## src/rtl/riscv_opsel_pkg.sv

```systemverilog
// Shared encodings for the ALU operand-select stage.
package riscv_opsel_pkg;

   // Operand A select; 2'b11 is reserved and drives zero.
   typedef enum logic [1:0] {
      ASEL_RS1  = 2'b00,
      ASEL_PC   = 2'b01,
      ASEL_ZERO = 2'b10
   } asel_e;

   // Operand B select; 2'b11 is reserved and drives zero.
   typedef enum logic [1:0] {
      BSEL_RS2  = 2'b00,
      BSEL_IMM  = 2'b01,
      BSEL_FOUR = 2'b10
   } bsel_e;

   // Source that supplied a register operand.
   typedef enum logic [1:0] {
      FWD_RF  = 2'b00,
      FWD_MEM = 2'b01,
      FWD_WB  = 2'b10
   } fwd_e;

   // Instruction size in bytes, used as the link/next-pc increment.
   localparam int unsigned OPB_FOUR = 4;

endpackage

```

## src/rtl/riscv_opsel_pipe_if.sv

```systemverilog
// Request/response bundle between decode, the operand-select stage and execute.
interface riscv_opsel_pipe_if #(
   parameter int DATA_WIDTH = 32,
   parameter int PC_WIDTH   = 15,
   parameter int ADDR_WIDTH = 5
);
   logic                  in_valid;
   logic                  in_ready;
   logic [PC_WIDTH-1:0]   pc;
   logic [DATA_WIDTH-1:0] rs1_data;
   logic [DATA_WIDTH-1:0] rs2_data;
   logic [ADDR_WIDTH-1:0] rs1_addr;
   logic [ADDR_WIDTH-1:0] rs2_addr;
   logic [DATA_WIDTH-1:0] imm;
   logic [1:0]            asel;
   logic [1:0]            bsel;
   logic                  mem_wr_en;
   logic [ADDR_WIDTH-1:0] mem_rd_addr;
   logic [DATA_WIDTH-1:0] mem_rd_data;
   logic                  wb_wr_en;
   logic [ADDR_WIDTH-1:0] wb_rd_addr;
   logic [DATA_WIDTH-1:0] wb_rd_data;
   logic                  flush;
   logic                  out_valid;
   logic                  out_ready;
   logic [DATA_WIDTH-1:0] opa;
   logic [DATA_WIDTH-1:0] opb;
   logic [DATA_WIDTH-1:0] store_data;
   logic [1:0]            fwd_a;
   logic [1:0]            fwd_b;

   // Decode/execute side: issues requests and consumes operands.
   modport master (
      output in_valid, pc, rs1_data, rs2_data, rs1_addr, rs2_addr, imm, asel, bsel,
             mem_wr_en, mem_rd_addr, mem_rd_data, wb_wr_en, wb_rd_addr, wb_rd_data,
             flush, out_ready,
      input  in_ready, out_valid, opa, opb, store_data, fwd_a, fwd_b
   );

   // The operand-select stage itself.
   modport slave (
      input  in_valid, pc, rs1_data, rs2_data, rs1_addr, rs2_addr, imm, asel, bsel,
             mem_wr_en, mem_rd_addr, mem_rd_data, wb_wr_en, wb_rd_addr, wb_rd_data,
             flush, out_ready,
      output in_ready, out_valid, opa, opb, store_data, fwd_a, fwd_b
   );
endinterface

```

## src/rtl/riscv_fwd_unit.sv

```systemverilog
// RAW-hazard resolution for one source register: MEM beats WB, x0 never forwarded.
module riscv_fwd_unit
   import riscv_opsel_pkg::*;
#(
   parameter int DATA_WIDTH = 32,
   parameter int ADDR_WIDTH = 5
) (
   input  logic [ADDR_WIDTH-1:0] src_addr,
   input  logic [DATA_WIDTH-1:0] rf_data,
   input  logic                  mem_wr_en,
   input  logic [ADDR_WIDTH-1:0] mem_rd_addr,
   input  logic [DATA_WIDTH-1:0] mem_rd_data,
   input  logic                  wb_wr_en,
   input  logic [ADDR_WIDTH-1:0] wb_rd_addr,
   input  logic [DATA_WIDTH-1:0] wb_rd_data,
   output logic [DATA_WIDTH-1:0] fwd_data,
   output logic [1:0]            fwd_src
);

   // Priority select: x0 guard, then the younger MEM result, then WB, else regfile.
   always_comb begin
      fwd_data = rf_data;
      fwd_src  = FWD_RF;
      if (src_addr != '0) begin
         if (mem_wr_en && (mem_rd_addr == src_addr)) begin
            fwd_data = mem_rd_data;
            fwd_src  = FWD_MEM;
         end else if (wb_wr_en && (wb_rd_addr == src_addr)) begin
            fwd_data = wb_rd_data;
            fwd_src  = FWD_WB;
         end
      end
   end

endmodule

```

## src/rtl/riscv_opsel_pipe.sv

```systemverilog
// ALU operand-select stage: forwarding, operand muxes and a one-deep valid/ready register.
module riscv_opsel_pipe
   import riscv_opsel_pkg::*;
#(
   parameter int DATA_WIDTH = 32,
   parameter int PC_WIDTH   = 15,
   parameter int ADDR_WIDTH = 5
) (
   input logic               clk,
   input logic               rst,
   riscv_opsel_pipe_if.slave bus
);

   logic [ADDR_WIDTH-1:0] src_addr [2];
   logic [DATA_WIDTH-1:0] src_rf   [2];
   logic [DATA_WIDTH-1:0] src_data [2];
   logic [1:0]            src_code [2];

   logic                  out_valid_reg;
   logic [DATA_WIDTH-1:0] opa_reg, opa_next;
   logic [DATA_WIDTH-1:0] opb_reg, opb_next;
   logic [DATA_WIDTH-1:0] store_data_reg;
   logic [1:0]            fwd_a_reg, fwd_a_next;
   logic [1:0]            fwd_b_reg;
   logic [DATA_WIDTH-1:0] pc_ext;
   logic                  in_ready_int;
   logic                  load;

   assign src_addr[0] = bus.rs1_addr;
   assign src_addr[1] = bus.rs2_addr;
   assign src_rf[0]   = bus.rs1_data;
   assign src_rf[1]   = bus.rs2_data;

   // One forwarding unit per source register (index 0 = rs1, 1 = rs2).
   generate
      for (genvar gi = 0; gi < 2; gi++) begin : g_fwd
         riscv_fwd_unit #(
            .DATA_WIDTH (DATA_WIDTH),
            .ADDR_WIDTH (ADDR_WIDTH)
         ) u_fwd (
            .src_addr    (src_addr[gi]),
            .rf_data     (src_rf[gi]),
            .mem_wr_en   (bus.mem_wr_en),
            .mem_rd_addr (bus.mem_rd_addr),
            .mem_rd_data (bus.mem_rd_data),
            .wb_wr_en    (bus.wb_wr_en),
            .wb_rd_addr  (bus.wb_rd_addr),
            .wb_rd_data  (bus.wb_rd_data),
            .fwd_data    (src_data[gi]),
            .fwd_src     (src_code[gi])
         );
      end
   endgenerate

   // Operand muxes; reserved selects fall to zero, fwd_a only reports when rs1 is used.
   always_comb begin
      pc_ext                 = '0;
      pc_ext[PC_WIDTH-1:0]   = bus.pc;
      opa_next               = '0;
      opb_next               = '0;
      fwd_a_next             = FWD_RF;
      case (bus.asel)
         ASEL_RS1: begin
            opa_next   = src_data[0];
            fwd_a_next = src_code[0];
         end
         ASEL_PC:  opa_next = pc_ext;
         default:  opa_next = '0;
      endcase
      case (bus.bsel)
         BSEL_RS2:  opb_next = src_data[1];
         BSEL_IMM:  opb_next = bus.imm;
         BSEL_FOUR: opb_next = DATA_WIDTH'(OPB_FOUR);
         default:   opb_next = '0;
      endcase
   end

   assign in_ready_int = !out_valid_reg || bus.out_ready;
   assign load         = bus.in_valid && in_ready_int;

   // Pipeline register: reset beats flush, flush beats load; hold while stalled.
   always_ff @(posedge clk) begin
      if (rst) begin
         out_valid_reg  <= 1'b0;
         opa_reg        <= '0;
         opb_reg        <= '0;
         store_data_reg <= '0;
         fwd_a_reg      <= FWD_RF;
         fwd_b_reg      <= FWD_RF;
      end else if (bus.flush) begin
         out_valid_reg  <= 1'b0;
      end else if (load) begin
         out_valid_reg  <= 1'b1;
         opa_reg        <= opa_next;
         opb_reg        <= opb_next;
         store_data_reg <= src_data[1];
         fwd_a_reg      <= fwd_a_next;
         fwd_b_reg      <= src_code[1];
      end else if (bus.out_ready) begin
         out_valid_reg  <= 1'b0;
      end
   end

   assign bus.in_ready   = in_ready_int;
   assign bus.out_valid  = out_valid_reg;
   assign bus.opa        = opa_reg;
   assign bus.opb        = opb_reg;
   assign bus.store_data = store_data_reg;
   assign bus.fwd_a      = fwd_a_reg;
   assign bus.fwd_b      = fwd_b_reg;

endmodule

```

## src/flat_wrapper.sv

```systemverilog
// flat-port wrapper written by rule: the top's interface ports become plain ports
module riscv_opsel_pipe_flat import riscv_opsel_pkg::*;
#(
   parameter int DATA_WIDTH = 32,
   parameter int PC_WIDTH   = 15,
   parameter int ADDR_WIDTH = 5
)
  (clk, rst, bus_in_valid, bus_pc, bus_rs1_data, bus_rs2_data, bus_rs1_addr, bus_rs2_addr, bus_imm, bus_asel, bus_bsel, bus_mem_wr_en, bus_mem_rd_addr, bus_mem_rd_data, bus_wb_wr_en, bus_wb_rd_addr, bus_wb_rd_data, bus_flush, bus_out_ready, bus_in_ready, bus_out_valid, bus_opa, bus_opb, bus_store_data, bus_fwd_a, bus_fwd_b);
  riscv_opsel_pipe_if #(.DATA_WIDTH(DATA_WIDTH), .PC_WIDTH(PC_WIDTH), .ADDR_WIDTH(ADDR_WIDTH)) bus_i ();
  input logic clk;
  input logic rst;
  input wire logic [$bits(bus_i.in_valid)-1:0] bus_in_valid;
  input wire logic [$bits(bus_i.pc)-1:0] bus_pc;
  input wire logic [$bits(bus_i.rs1_data)-1:0] bus_rs1_data;
  input wire logic [$bits(bus_i.rs2_data)-1:0] bus_rs2_data;
  input wire logic [$bits(bus_i.rs1_addr)-1:0] bus_rs1_addr;
  input wire logic [$bits(bus_i.rs2_addr)-1:0] bus_rs2_addr;
  input wire logic [$bits(bus_i.imm)-1:0] bus_imm;
  input wire logic [$bits(bus_i.asel)-1:0] bus_asel;
  input wire logic [$bits(bus_i.bsel)-1:0] bus_bsel;
  input wire logic [$bits(bus_i.mem_wr_en)-1:0] bus_mem_wr_en;
  input wire logic [$bits(bus_i.mem_rd_addr)-1:0] bus_mem_rd_addr;
  input wire logic [$bits(bus_i.mem_rd_data)-1:0] bus_mem_rd_data;
  input wire logic [$bits(bus_i.wb_wr_en)-1:0] bus_wb_wr_en;
  input wire logic [$bits(bus_i.wb_rd_addr)-1:0] bus_wb_rd_addr;
  input wire logic [$bits(bus_i.wb_rd_data)-1:0] bus_wb_rd_data;
  input wire logic [$bits(bus_i.flush)-1:0] bus_flush;
  input wire logic [$bits(bus_i.out_ready)-1:0] bus_out_ready;
  output wire logic [$bits(bus_i.in_ready)-1:0] bus_in_ready;
  output wire logic [$bits(bus_i.out_valid)-1:0] bus_out_valid;
  output wire logic [$bits(bus_i.opa)-1:0] bus_opa;
  output wire logic [$bits(bus_i.opb)-1:0] bus_opb;
  output wire logic [$bits(bus_i.store_data)-1:0] bus_store_data;
  output wire logic [$bits(bus_i.fwd_a)-1:0] bus_fwd_a;
  output wire logic [$bits(bus_i.fwd_b)-1:0] bus_fwd_b;
  assign bus_i.in_valid = bus_in_valid;
  assign bus_i.pc = bus_pc;
  assign bus_i.rs1_data = bus_rs1_data;
  assign bus_i.rs2_data = bus_rs2_data;
  assign bus_i.rs1_addr = bus_rs1_addr;
  assign bus_i.rs2_addr = bus_rs2_addr;
  assign bus_i.imm = bus_imm;
  assign bus_i.asel = bus_asel;
  assign bus_i.bsel = bus_bsel;
  assign bus_i.mem_wr_en = bus_mem_wr_en;
  assign bus_i.mem_rd_addr = bus_mem_rd_addr;
  assign bus_i.mem_rd_data = bus_mem_rd_data;
  assign bus_i.wb_wr_en = bus_wb_wr_en;
  assign bus_i.wb_rd_addr = bus_wb_rd_addr;
  assign bus_i.wb_rd_data = bus_wb_rd_data;
  assign bus_i.flush = bus_flush;
  assign bus_i.out_ready = bus_out_ready;
  assign bus_in_ready = bus_i.in_ready;
  assign bus_out_valid = bus_i.out_valid;
  assign bus_opa = bus_i.opa;
  assign bus_opb = bus_i.opb;
  assign bus_store_data = bus_i.store_data;
  assign bus_fwd_a = bus_i.fwd_a;
  assign bus_fwd_b = bus_i.fwd_b;
  riscv_opsel_pipe #(.DATA_WIDTH(DATA_WIDTH), .PC_WIDTH(PC_WIDTH), .ADDR_WIDTH(ADDR_WIDTH)) u_core (.clk(clk), .rst(rst), .bus(bus_i));
endmodule
```

## config.mk

```make
export PLATFORM = sky130hd
export DESIGN_NAME = riscv_opsel_pipe_flat
export DESIGN_NICKNAME = d
export VERILOG_FILES = /design/src/rtl/riscv_opsel_pkg.sv /design/src/rtl/riscv_opsel_pipe_if.sv /design/src/rtl/riscv_fwd_unit.sv /design/src/rtl/riscv_opsel_pipe.sv /design/src/flat_wrapper.sv
export SDC_FILE = /design/constraint.sdc
export NUM_CORES = 1
export LEC_CHECK = 0
export CORE_ASPECT_RATIO = 0.8
export CORE_MARGIN = 2
export CORE_UTILIZATION = 36
export DETAILED_ROUTE_END_ITERATION = 10
export MAX_ROUTING_LAYER = met4
export PLACE_DENSITY = 0.82
export SLEW_MARGIN = 20
export SYNTH_ARGS = -nofsm -noshare
export SYNTH_HDL_FRONTEND = slang
export SYNTH_SLANG_ARGS = --single-unit
```

## constraint.sdc

```tcl
create_clock -name clk -period 1.7 [get_ports clk]
set_input_delay 0.17 -clock clk [delete_from_list [all_inputs] [get_ports clk]]
set_output_delay 0.17 -clock clk [all_outputs]
set_load 0.01 [all_outputs]
```

# After elaboration in Yosys (flattened, before gate mapping)
# Cells that the tools add are included.
dict set report op_classes {
  eq_ne 7
  n_mux 17
  n_bitwise 1
  n_reduce_logical 14
}
# op n
set ops {}
lappend ops {{$mux W32} 6}
lappend ops {{$pmux W32 S3} 1}
lappend ops {{$pmux W32 S2} 1}
lappend ops {{$eq A5 B5 Y1} 4}
lappend ops {{$mux W2} 7}
lappend ops {{$reduce_bool A5 Y1} 2}
lappend ops {{$logic_and A1 B1 Y1} 5}
lappend ops {{$eq A2 B1 Y1 const B} 2}
lappend ops {{$logic_not A2 Y1} 2}
lappend ops {{$eq A2 B2 Y1 const B} 1}
lappend ops {{$mux W1} 2}
lappend ops {{$reduce_and A2 Y1} 1}
lappend ops {{$reduce_bool A2 Y1} 1}
lappend ops {{$reduce_or A2 Y1} 1}
lappend ops {{$logic_not A1 Y1} 1}
lappend ops {{$logic_or A1 B1 Y1} 1}
lappend ops {{$not A1 Y1} 1}
dict set report totals {
  reg_bits 101
  input_bits 206
  output_inout_bits 102
}

# Longest topological paths before layout
# Gate-level depths: netlist of the first run.
dict set report logic_depth {
  ltp_word 6
  depth_mapped 8
}

# Modules after synthesis
# Synthesis of the first run repeated with hierarchy kept, for this count alone.
dict set report unflattened {
  hier_cells 610
  area_unflattened_um2 5814.3
}
# mod instances cells_per_inst area_each_um2 seq_area_each_um2
set by_module_without_submodules {}
lappend by_module_without_submodules {riscv_opsel_pipe 1 414 4130.2 2021.9}
lappend by_module_without_submodules {riscv_fwd_unit 2 98 842.1 0.0}

# Worst setup path after synthesis of the first run
# OpenSTA, ideal clock, no wires.
dict set report synth_timing {
  kind {input to register}
  startpoint {in bus_rs2_addr[1]}
  endpoint {reg u_core.store_data_reg[17], in the netlist u_core.bus.store_data[17]}
  setup_time_ns 0.142
  arrival_time_ns 1.651
  setup_slack_ns -0.093
  cell_stages 7
  path_buffers 2
  cell_sequence {or4_4 o211a_1 and2_1 buf_6 clkbuf_1 a32oi_1 a311oi_1}
}
dict set report synth_between {
  elab_chain_len 5
}
# element line
set synth_rtl {}
lappend synth_rtl {{start: declaration} flat_wrapper.sv:17} ;# input wire logic [$bits(bus_i.rs2_addr)-1:0] bus_rs2_addr;
lappend synth_rtl {{$eq A5 B5 Y1} riscv_fwd_unit.sv:28} ;# end else if (wb_wr_en && (wb_rd_addr == src_addr)) begin
lappend synth_rtl {{$logic_and A1 B1 Y1} riscv_fwd_unit.sv:28}
lappend synth_rtl {{$mux W32} riscv_fwd_unit.sv:28}
lappend synth_rtl {{$mux W32} riscv_fwd_unit.sv:25} ;# if (mem_wr_en && (mem_rd_addr == src_addr)) begin
lappend synth_rtl {{$mux W32 (*)} riscv_fwd_unit.sv:24} ;# if (src_addr != '0) begin
lappend synth_rtl {{end signal: assignment} riscv_opsel_pipe.sv:96} ;# store_data_reg <= src_data[1];
lappend synth_rtl {{end: declaration} riscv_opsel_pipe.sv:22} ;# logic [DATA_WIDTH-1:0] store_data_reg;
# Mark *: on every way between the ends. The rest lies on a longest branch, timed or not.
# A chain may end at the register's enable or synchronous reset.

# Final worst setup path of the first run
dict set report layout_timing {
  startpoint {in bus_rs1_addr[3]}
  endpoint {reg u_core.opa_reg[26], in the netlist u_core.bus.opa[26]}
}
dict set report layout_between {
  elab_chain_len 6
}
# element line
set layout_rtl {}
lappend layout_rtl {{start: declaration} flat_wrapper.sv:16} ;# input wire logic [$bits(bus_i.rs1_addr)-1:0] bus_rs1_addr;
lappend layout_rtl {{$eq A5 B5 Y1} riscv_fwd_unit.sv:28}
lappend layout_rtl {{$logic_and A1 B1 Y1} riscv_fwd_unit.sv:28}
lappend layout_rtl {{$mux W32} riscv_fwd_unit.sv:28}
lappend layout_rtl {{$mux W32} riscv_fwd_unit.sv:25}
lappend layout_rtl {{$mux W32 (*)} riscv_fwd_unit.sv:24}
lappend layout_rtl {{$pmux W32 S2 (*)} riscv_opsel_pipe.sv:62} ;# case (bus.asel)
lappend layout_rtl {{end signal: assignment} riscv_opsel_pipe.sv:94} ;# opa_reg <= opa_next;
lappend layout_rtl {{end: declaration} riscv_opsel_pipe.sv:20} ;# logic [DATA_WIDTH-1:0] opa_reg, opa_next;
# Marks and branches as above.

==> results of run 1 <==
## report_power, final
group,internal (µW),leakage [µW],switching (µW)
clock,987,0.000118,959
sequential,2470,0.000823,69.0
combinational,1080,0.00332,896
## cells in the final DEF, fill, tap and decap left out, types with 8 or more instances in the layout
cell and count:
sky130_fd_sc_hd__a41oi_1 24, sky130_fd_sc_hd__buf_12 30, sky130_fd_sc_hd__nor3_2 16, sky130_fd_sc_hd__o41ai_1 11, sky130_fd_sc_hd__clkbuf_16 13, sky130_fd_sc_hd__a32oi_1 11
sky130_fd_sc_hd__nor3_4 8, sky130_fd_sc_hd__clkdlybuf4s50_1 283, sky130_fd_sc_hd__xnor2_2 15, sky130_fd_sc_hd__and3_1 17, sky130_fd_sc_hd__a21oi_1 42, sky130_fd_sc_hd__a311oi_1 15
sky130_fd_sc_hd__nand4_1 42, sky130_fd_sc_hd__buf_4 103, sky130_fd_sc_hd__o211ai_1 13, sky130_fd_sc_hd__nor2_2 15, sky130_fd_sc_hd__nand3_1 31, sky130_fd_sc_hd__o21ai_1 9
sky130_fd_sc_hd__o21ai_0 47, sky130_fd_sc_hd__nor3_1 13, sky130_fd_sc_hd__dfxtp_1 101, sky130_fd_sc_hd__nor2_1 71, sky130_fd_sc_hd__nand2_1 45, sky130_fd_sc_hd__buf_6 8
sky130_fd_sc_hd__clkbuf_2 10
## repair_timing
action                                  in CTS  in global routing
setup buffers                               16                 10
endpoints found under the setup margin      99                 75
pin swaps                                   39                 47
resized for setup                          116                107
gates cloned                                11                  4
## logic make-up after synthesis
group	synth area share
AOI/OAI and AO/OA	0.3236
buffers and inverters	0.05882
DFF	0.3432
and+or+nand+nor	0.2446
xor gates and xnor gates	0.02973
## how the worst max path moves through the flow
stage	end	depth (start not counted)
global placement	u_core.bus.store_data[19]	7
detailed placement	u_core.bus.opa[21]	7
CTS	u_core.bus.opa[11]	9
finish	u_core.bus.opa[26]	10
floorplan	u_core.bus.opb[13]	7
global route	u_core.bus.opa[2]	8
## synthesized netlist by cell type, types with 2 or more instances
master	n
sky130_fd_sc_hd__a22oi_1	4
sky130_fd_sc_hd__inv_1	3
sky130_fd_sc_hd__o211a_1	3
sky130_fd_sc_hd__xnor2_1	20
sky130_fd_sc_hd__o21ai_0	56
sky130_fd_sc_hd__or2_2	2
sky130_fd_sc_hd__o32ai_1	9
sky130_fd_sc_hd__nor3_2	2
sky130_fd_sc_hd__buf_1	3
sky130_fd_sc_hd__a41o_1	2
sky130_fd_sc_hd__o221ai_1	15
sky130_fd_sc_hd__clkbuf_1	56
sky130_fd_sc_hd__a31oi_1	2
sky130_fd_sc_hd__a221oi_1	6
sky130_fd_sc_hd__nand4_1	42
sky130_fd_sc_hd__a41oi_1	26
sky130_fd_sc_hd__a32oi_1	20
sky130_fd_sc_hd__buf_2	13
sky130_fd_sc_hd__a2111oi_0	2
sky130_fd_sc_hd__and4_1	3
sky130_fd_sc_hd__nor3_1	35
sky130_fd_sc_hd__o2111a_1	7
sky130_fd_sc_hd__and3_1	17
sky130_fd_sc_hd__o2bb2ai_1	3
sky130_fd_sc_hd__buf_4	5
sky130_fd_sc_hd__nor2b_1	11
sky130_fd_sc_hd__a21o_1	3
sky130_fd_sc_hd__o211ai_1	13
sky130_fd_sc_hd__a2111oi_1	2
sky130_fd_sc_hd__and2_1	5
sky130_fd_sc_hd__a311oi_1	20
sky130_fd_sc_hd__nand2b_1	2
sky130_fd_sc_hd__nand3b_1	2
sky130_fd_sc_hd__dfxtp_1	101
sky130_fd_sc_hd__nand2_1	50
sky130_fd_sc_hd__nor2_1	90
sky130_fd_sc_hd__o41ai_1	17
sky130_fd_sc_hd__nand3_1	32
sky130_fd_sc_hd__a21oi_1	44
## through the flow
stage | TNS [ns] | instance area [µm²] | hold slack [ns]
after floorplan | -1.132 | 5938 | 0.2493
after global placement | -52.24 | 10060 | 0.4304
final | -0.09005 | 11740 | 0.4212
after CTS | -0.01170 | 11150 | 0.3685
after global routing | -1.346 | 11740 | 0.4127
after detailed placement | -57.28 | 10060 | 0.4366
## routing by layer
layer  routed length (µm)  global-route usage  vias to the layer above
li1                     -                   -                     3746
met1                12670              0.4399                     4067
met2                15430              0.5766                      659
met3                 3832             0.07838                      101
met4                 1156              0.1340                        0
met5                    0                   -                        -
## cell type report
cell class,instances,area (µm²),share of cell area
sequential,101,2022,0.1722
timing repair buffer,458,4783,0.4074
clock buffer,11,232.7,0.01982
antenna,1,2.502,0.0002131
clock inverter,3,23.77,0.002025
tap,215,269.0,0.02291
multi-input combinational,577,4397,0.3745
inverter,3,11.26,0.0009591
## worst min-delay path: stages
cell and delay, ns:
sky130_fd_sc_hd__buf_2 0.20, sky130_fd_sc_hd__buf_4 0.23, sky130_fd_sc_hd__o32ai_1 0.10
==> PnR_summary.wiki, run 1 <==
{| class="wikitable"
! Metric !! Value
|-
| Leakage power of the design || 0.004266 µW
|-
| Total CTS buffers || 9
|-
| CTS Hold Buffers Added || 0
|-
| Post-DP HPWL || 21.77 mm
|-
| Initial antenna violation count || 1
|-
| Portion of the clock cycle consumed by the worst path in the final layout || 1.042
|-
| Final Slew Violations || 0
|-
| Category of the most critical setup path || input pin to flop
|-
| Kind of end point of the critical path || flop
|-
| IO buf count || 307
|-
| Setup repair after global routing missed its margin || true
|-
| Number of vias per cell || 6.262
|-
| Tightest Hold Check Type || input pin to flop
|-
| Cell mode on critical path || sky130_fd_sc_hd__buf_4
|-
| Number of flops mapped to enable cells by yosys || 0
|-
| Cell breakdown of the critical path || buf_6 -> or4_4 -> o211ai_1 -> buf_4 -> buf_4 -> nor2_4 -> buf_12 -> buf_8 -> nor3_1 -> o41ai_1
|-
| Critical path launch point || bus_rs1_addr[3]
|-
| Max VDD drop || 0.4869 mV
|-
| Wire length per cell after detailed routing || 24.17 µm
|-
| Placeable core area || 15900 µm²
|-
| Critical path fanouts, max || 7
|-
| Number of nets with antenna violations after routing || 0
|-
| First-pass GRT wire length || 47.20 mm
|-
| Total number of yosys warnings || 0
|-
| Setup slack at placement || -0.7215 ns
|-
| Depth of the most critical reg-to-reg path || 7
|-
| Final number of setup-violating endpoints || 3
|-
| Top cell type's share of synthesized area || 0.3432
|-
| Power density normalized to cell area || 550.5 nW/µm²
|-
| Number of distinct library cells after synthesis || 48
|-
| Data arrival at the endpoint of the critical path || 2.01 ns
|-
| Cell chosen for the clock root || sky130_fd_sc_hd__clkbuf_16
|-
| Syn_area_per_cell || 7.783 µm²
|-
| Type of element launching the critical path || input pin
|-
| Pin count of the biggest net entering global routing || 24
|-
| Final worst path period need || 1.772 ns
|-
| Die X-Extent || 147.0 µm
|-
| Tot GR Track Use || 0.3574
|-
| Worst reg2reg startpoint || u_core.bus.out_valid
|-
| Layout Nets || 1356
|-
| Number of flip-flops and latches in the synthesized netlist || 101
|-
| Slowest stage cell on the critical path || sky130_fd_sc_hd__or4_4
|-
| Standard-cell rows || 41
|-
| Max Clock Freq || 0.5643 GHz
|-
| CTS tree || done
|-
| Category of cells accounting for the largest share of critical-path delay || simple AND/OR/NAND/NOR gates
|-
| Clock transition at the register clock pins on the worst setup and hold paths after CTS || 0.07 ns
|-
| Routability-driven placement congestion ratio || 0.9414
|-
| Reg2Reg Capture Point || u_core.bus.opa[2]
|-
| Most instantiated flip-flop cell in the synthesis netlist || sky130_fd_sc_hd__dfxtp_1
|-
| Clock sink total || 101
|-
| Biggest cell delay along the critical path || 0.52 ns
|-
| Setup skew after layout || 0.007757 ns
|-
| Library cell with the largest summed area after synthesis || sky130_fd_sc_hd__dfxtp_1
|-
| Total number of H-tree levels || 3
|-
| Total length of routed wires || 33.09 mm
|-
| Worst reg-to-reg setup slack || 0 ns
|-
| Die area || 17410 µm²
|-
| Final non-filler cell total || 1369
|-
| Worst hold path depth || 3
|-
| Utilization after layout || 0.7383
|-
| Residual overflow from global routing || 0
|-
| Fraction of final layout cells with drive strength greater than 1 || 0.2680
|-
| Vias in the first global route || 8330
|-
| Sequential-to-total area share from yosys stat || 0.3432
|-
| Cell Count Post-Placement || 1315
|-
| Launch point of the worst hold path || rst
|-
| Run status || complete, but fails checks
|-
| Post-Synthesis Net Count || 963
|-
| Area added between synthesis and finish || 99.28%
|-
| Relative max-transition margin || 0.6961
|-
| Initial Utilization || 0.3705
|-
| Number of inserted filler cells in the final layout || 1154
|-
| Top Ports || 308
|-
| Pre-Repair DR Iteration Count || 5
|-
| Post-Synthesis Cell Area || 5892 µm²
|-
| DR iter-0 viols || 854
|-
| Total power draw || 6463 µW
|-
| Buf+Inv Stages, Crit Path || 5
|-
| Height of the chip || 118.4 µm
|-
| Endpoint, Worst Hold || u_core.bus.opa[5]
|-
| Count of unresolved DRC violations after routing || 0
|-
| Async SR Flop Fraction || 0
|-
| Failing checks || negative setup slack
|-
| Number of buffers on the longest clock path || 2
|-
| Data required time of the critical path || 1.93 ns
|-
| Number of maximum-capacitance constraint violations || 0
|-
| Slack of the critical path || -0.07217 ns
|-
| Clock latency of the later-clocked register in the worst-skew pair || 0.35 ns
|-
| Slew at the pin with the worst max-slew slack || 0.4523 ns
|-
| Total number of vias || 8573
|-
| Cell types occupying the most area after synthesis || sky130_fd_sc_hd__dfxtp_1 (34%), sky130_fd_sc_hd__nor2_1 (5.7%), sky130_fd_sc_hd__o21ai_0 (4.8%), sky130_fd_sc_hd__nand4_1 (4.5%), sky130_fd_sc_hd__a41oi_1 (3.9%)
|-
| Number of endpoints with negative hold slack in the final report || 0
|-
| Gate count after technology mapping || 757
|}
Power figures use the tool's default switching activity.
==> run 2: changes to the inputs <==
- CORE_UTILIZATION: 36 -> 40
- CTS_CLUSTER_DIAMETER: default -> 60
- PLACE_DENSITY: 0.82 -> 0.86
- clock period: 1.7 -> 1.8 ns (I/O delays scaled with it)
==> PnR_summary.wiki, run 2 (synthesis gave the netlist of run 1 again) <==
{| class="wikitable"
! Metric !! Value
|-
| Cell mode on critical path || sky130_fd_sc_hd__buf_4
|-
| Die area || 15720 µm²
|-
| Number of inserted filler cells in the final layout || 960
|-
| Biggest cell delay along the critical path || 0.53 ns
|-
| Slowest stage cell on the critical path || sky130_fd_sc_hd__or4_4
|-
| Total power draw || 6192 µW
|-
| Data arrival at the endpoint of the critical path || 2.06 ns
|-
| Category of the most critical setup path || input pin to flop
|-
| Type of element launching the critical path || input pin
|-
| Setup repair after global routing missed its margin || true
|-
| Final number of setup-violating endpoints || 7
|-
| Fraction of final layout cells with drive strength greater than 1 || 0.2050
|-
| Die X-Extent || 139.7 µm
|-
| Setup slack at placement || -0.6980 ns
|-
| Slew at the pin with the worst max-slew slack || 0.3658 ns
|-
| Highest-count cells in the layout ignoring fill and taps || sky130_fd_sc_hd__clkdlybuf4s50_1 (284), sky130_fd_sc_hd__dfxtp_1 (101), sky130_fd_sc_hd__nor2_1 (85)
|-
| Power density normalized to cell area || 548.5 nW/µm²
|-
| Setup skew after layout || 0.006610 ns
|-
| Run status || complete, but fails checks
|-
| Leakage power of the design || 0.004184 µW
|-
| Vias in the first global route || 8189
|-
| Cell chosen for the clock root || sky130_fd_sc_hd__clkbuf_16
|-
| Routability-driven placement congestion ratio || 0.9561
|-
| Kind of end point of the critical path || flop
|-
| Critical path fanouts, max || 6
|-
| Tot GR Track Use || 0.3683
|-
| Wire length per cell after detailed routing || 23.67 µm
|-
| Pre-Repair DR Iteration Count || 6
|-
| Number of vias per cell || 6.510
|-
| Number of endpoints with negative hold slack in the final report || 0
|-
| Total number of H-tree levels || 3
|-
| Number of maximum-capacitance constraint violations || 0
|-
| Final worst path period need || 1.828 ns
|-
| Final Instance Area || 11290 µm²
|-
| Post-DP HPWL || 21.03 mm
|-
| Placeable core area || 14350 µm²
|-
| Total length of routed wires || 30.93 mm
|-
| CTS tree || done
|-
| Pin count of the biggest net entering global routing || 39
|-
| Clock sink total || 101
|-
| Clock transition at the register clock pins on the worst setup and hold paths after CTS || 0.08 ns
|-
| Initial antenna violation count || 1
|-
| Clock latency of the later-clocked register in the worst-skew pair || 0.34 ns
|-
| Initial Utilization || 0.4107
|-
| Height of the chip || 112.6 µm
|-
| Total number of vias || 8509
|-
| Tightest Hold Check Type || input pin to flop
|-
| Layout Nets || 1323
|-
| Standard-cell rows || 39
|-
| Number of buffers on the longest clock path || 2
|-
| Data required time of the critical path || 2.03 ns
|-
| Cell Count Post-Placement || 1271
|-
| Relative max-transition margin || 0.7555
|-
| Portion of the clock cycle consumed by the worst path in the final layout || 1.016
|-
| First-pass GRT wire length || 44.62 mm
|-
| Count of unresolved DRC violations after routing || 0
|-
| Slack of the critical path || -0.02803 ns
|-
| Depth of the most critical reg-to-reg path || 7
|-
| Residual overflow from global routing || 0
|-
| Top Ports || 308
|-
| Area added between synthesis and finish || 91.61%
|-
| Number of nets with antenna violations after routing || 0
|-
| Max VDD drop || 0.5614 mV
|-
| Final Slew Violations || 0
|-
| DR iter-0 viols || 972
|-
| Worst hold path depth || 3
|-
| IO buf count || 307
|-
| Post-Place Cell Area || 9910 µm²
|-
| Cell breakdown of the critical path || dlygate4sd2_1 -> or4_4 -> o211ai_1 -> buf_4 -> buf_4 -> nor2_4 -> buf_12 -> nor3_1 -> o41ai_2
|-
| Max Clock Freq || 0.5470 GHz
|-
| Commonest non-fill, non-tap cell in the layout || sky130_fd_sc_hd__clkdlybuf4s50_1
|-
| Final non-filler cell total || 1307
|-
| Total CTS buffers || 9
|-
| Aggregate negative setup slack || -0.1353 ns
|-
| Failing checks || negative setup slack
|}
[run 2: cell types whose count changed in the layout (fill, tap and decap cells not counted), moves of 9 or more]
cell and delta:
sky130_fd_sc_hd__nor2_1 +14, sky130_fd_sc_hd__clkbuf_2 -9, sky130_fd_sc_hd__dlymetal6s2s_1 +10, sky130_fd_sc_hd__o221ai_1 +9
sky130_fd_sc_hd__buf_4 -26, sky130_fd_sc_hd__nor3_1 +12, sky130_fd_sc_hd__nor2_2 -12
[run 2: timing repair]
action	CTS	global route
hold endpoints to repair	0	0
setup buffers	7	1
pin swaps	33	38
cloned	8	4
hold buffers	0	0
resized for setup	71	66
endpoints found under the setup margin	89	85
[run 2: where the power goes]
part | leakage (µW) | internal [µW] | switching (µW)
Clock | 0.000145 | 1100 | 930
Sequential | 0.000823 | 2330 | 65.7
Combinational | 0.00322 | 972 | 795
[run 2: through the flow]
stage | utilization | hold slack [ns]
floorplan | - | 0.2593
global placement | 0.6907 | 0.4290
detailed placement | 0.6907 | 0.4329
CTS | 0.7553 | 0.3145
global route | 0.7869 | 0.3254
finish | 0.7869 | 0.3276
[run 2: final timing paths]
| check | start | to | slack (ns) |
|---|---|---|---|
| max | bus_rs1_addr[3] | u_core.bus.opa[29] | -0.03 |
| min | rst | u_core.bus.store_data[9] | 0.33 |
| max reg2reg | u_core.bus.out_valid | u_core.bus.store_data[27] | 0.05 |
| min reg2reg | u_core.bus.opa[15] | u_core.bus.opa[15] | 0.46 |
[run 2: cell type report]
class / count / area [µm²] / area share
Timing Repair Buffer: 427 / 4536 / 0.4018
Multi-Input combinational cell: 575 / 4188 / 0.3709
Sequential cell: 101 / 2022 / 0.1791
Tap cell: 184 / 230.2 / 0.02039
Clock buffer: 10 / 229.0 / 0.02028
Clock inverter: 6 / 71.32 / 0.006317
Inverter: 3 / 11.26 / 0.0009974
Antenna cell: 1 / 2.502 / 0.0002217
[run 2: worst max-delay path, delay by kind of cell]
family	cells	cell delay [ns]
AOI/OAI and AO/OA	2	0.36
buffers and inverters	4	0.66
and+or+nand+nor	3	0.86
[run 2: layer usage]
| layer | share of wire | vias to the layer above | GRT usage |
|---|---|---|---|
| met1 | 0.38 | 4037 | 0.4483 |
| met5 | 0 | - | - |
| met2 | 0.47 | 697 | 0.5997 |
| met4 | 0.036 | 0 | 0.1467 |
| met3 | 0.11 | 104 | 0.07722 |
| li1 | - | 3671 | - |
==> RTL change, RTL diff (flow settings as in run 2) <==
`PC_WIDTH` is set to 15 in 3 places; all go to 30.
--- a/src/rtl/riscv_opsel_pipe_if.sv
+++ b/src/rtl/riscv_opsel_pipe_if.sv
@@ -3,3 +3,3 @@
    parameter int DATA_WIDTH = 32,
-   parameter int PC_WIDTH   = 15,
+   parameter int PC_WIDTH   = 30,
    parameter int ADDR_WIDTH = 5
--- a/src/rtl/riscv_opsel_pipe.sv
+++ b/src/rtl/riscv_opsel_pipe.sv
@@ -5,3 +5,3 @@
    parameter int DATA_WIDTH = 32,
-   parameter int PC_WIDTH   = 15,
+   parameter int PC_WIDTH   = 30,
    parameter int ADDR_WIDTH = 5
--- a/src/flat_wrapper.sv
+++ b/src/flat_wrapper.sv
@@ -4,3 +4,3 @@
    parameter int DATA_WIDTH = 32,
-   parameter int PC_WIDTH   = 15,
+   parameter int PC_WIDTH   = 30,
    parameter int ADDR_WIDTH = 5
Ports: changed (resized bus_pc); port bits go from 308 to 323. No check against the original RTL was run, so the function may have changed too.
==> RTL change against run 2 <==
Synthesized area rose by 5.6%. Sequential cell count unchanged. Worst setup slack better by 53 ps. Design area fell by 1.8%. Register-to-register slack improved by 40 ps. Power is 0.59% higher. Synthesized cell count fell by 2.5%. Non-clock buffer count up 8. Cell count increased by 0.84%. Wire length rose by 6.2%. Global-route usage is 2.0 points higher. First-iteration DRC count decreased by 4.6%. Critical endpoint is now u_core.bus.store_data[17].
==> RTL change: results (changes against run 2) <==
Peak VDD IR 0.445 mV (-21%); Reg2Reg Depth 8 (+1); clock skew 8.80 ps (+2.19 ps); syn nets 959 (-0.42%); RePlAce Congestion 0.947 (-1.0%); largest fanout on the critical path 11 (+5); Leakage 0.00426 uW (+1.9%); CLK BUF 12 (+2); Skew-Pair Late Insertion Delay 360 ps (+20 ps); status complete, no violations; Hold Crit Endpoint u_core.bus.fwd_a[1]; post-DR wirelength/cell 24.9 um (+5.4%); pre-CTS setup slack -667 ps (+31.1 ps); Multi-In Gates 543 (-5.6%); Port Buffers 322 (+4.9%); fillers 1128 (+18%); First DRT Iteration DRCs 927 (-4.6%); first-pass GRT wire length 47300 um (+6.0%); synth cell count leaders dfxtp_1 (101), a21oi_1 (63), clkbuf_1 (55); Critical Path Source bus_mem_wr_en; Flop pwr share 38.5% (-0.2 points); multi-input gate share of total cell area 36.2% (-0.92 points); inverters 12 (+9); CP arrival 2020 ps (-40 ps); CP endpoint u_core.bus.store_data[17]; core footprint 15100 sq um (+5.4%)
[RTL change: changes by cell type after synthesis, sizes merged, moves of 15 or more]
cell,delta
nor2,-76
a21oi,+19
a31oi,+20
and3,+16
a311oi,-19
o21ai,-49
a41oi,-24
a22o,+17
nand2,-15
o41ai,-17
nand4,-40
a221o,+44
[RTL change: layer usage]
metal / vias to the layer above / wire (um) / global-route usage, %
met5: - / 0 / -
met4: 0 / 1700 / 19.4
met2: 686 / 14600 / 60.2
li1: 3713 / - / -
met1: 3973 / 12500 / 46.9
met3: 121 / 4030 / 10.1
[RTL change: metrics by stage]
stage,hold WS (ps),cells
floorplan,253,738
global placement,445,1276
detailed placement,460,1276
CTS,370,1310
global route,385,1318
finish,377,1318
[RTL change: logic make-up (layout without fill, tap and decap cells)]
group | count (synthesis) | count (layout)
AO/OA/AOI/OAI | 298 | 298
AND/OR/NAND/NOR | 223 | 223
flip-flops | 101 | 101
buffers and inverters | 94 | 463
XOR/XNOR | 20 | 20
multiplexers | 2 | 2
other | 0 | 1
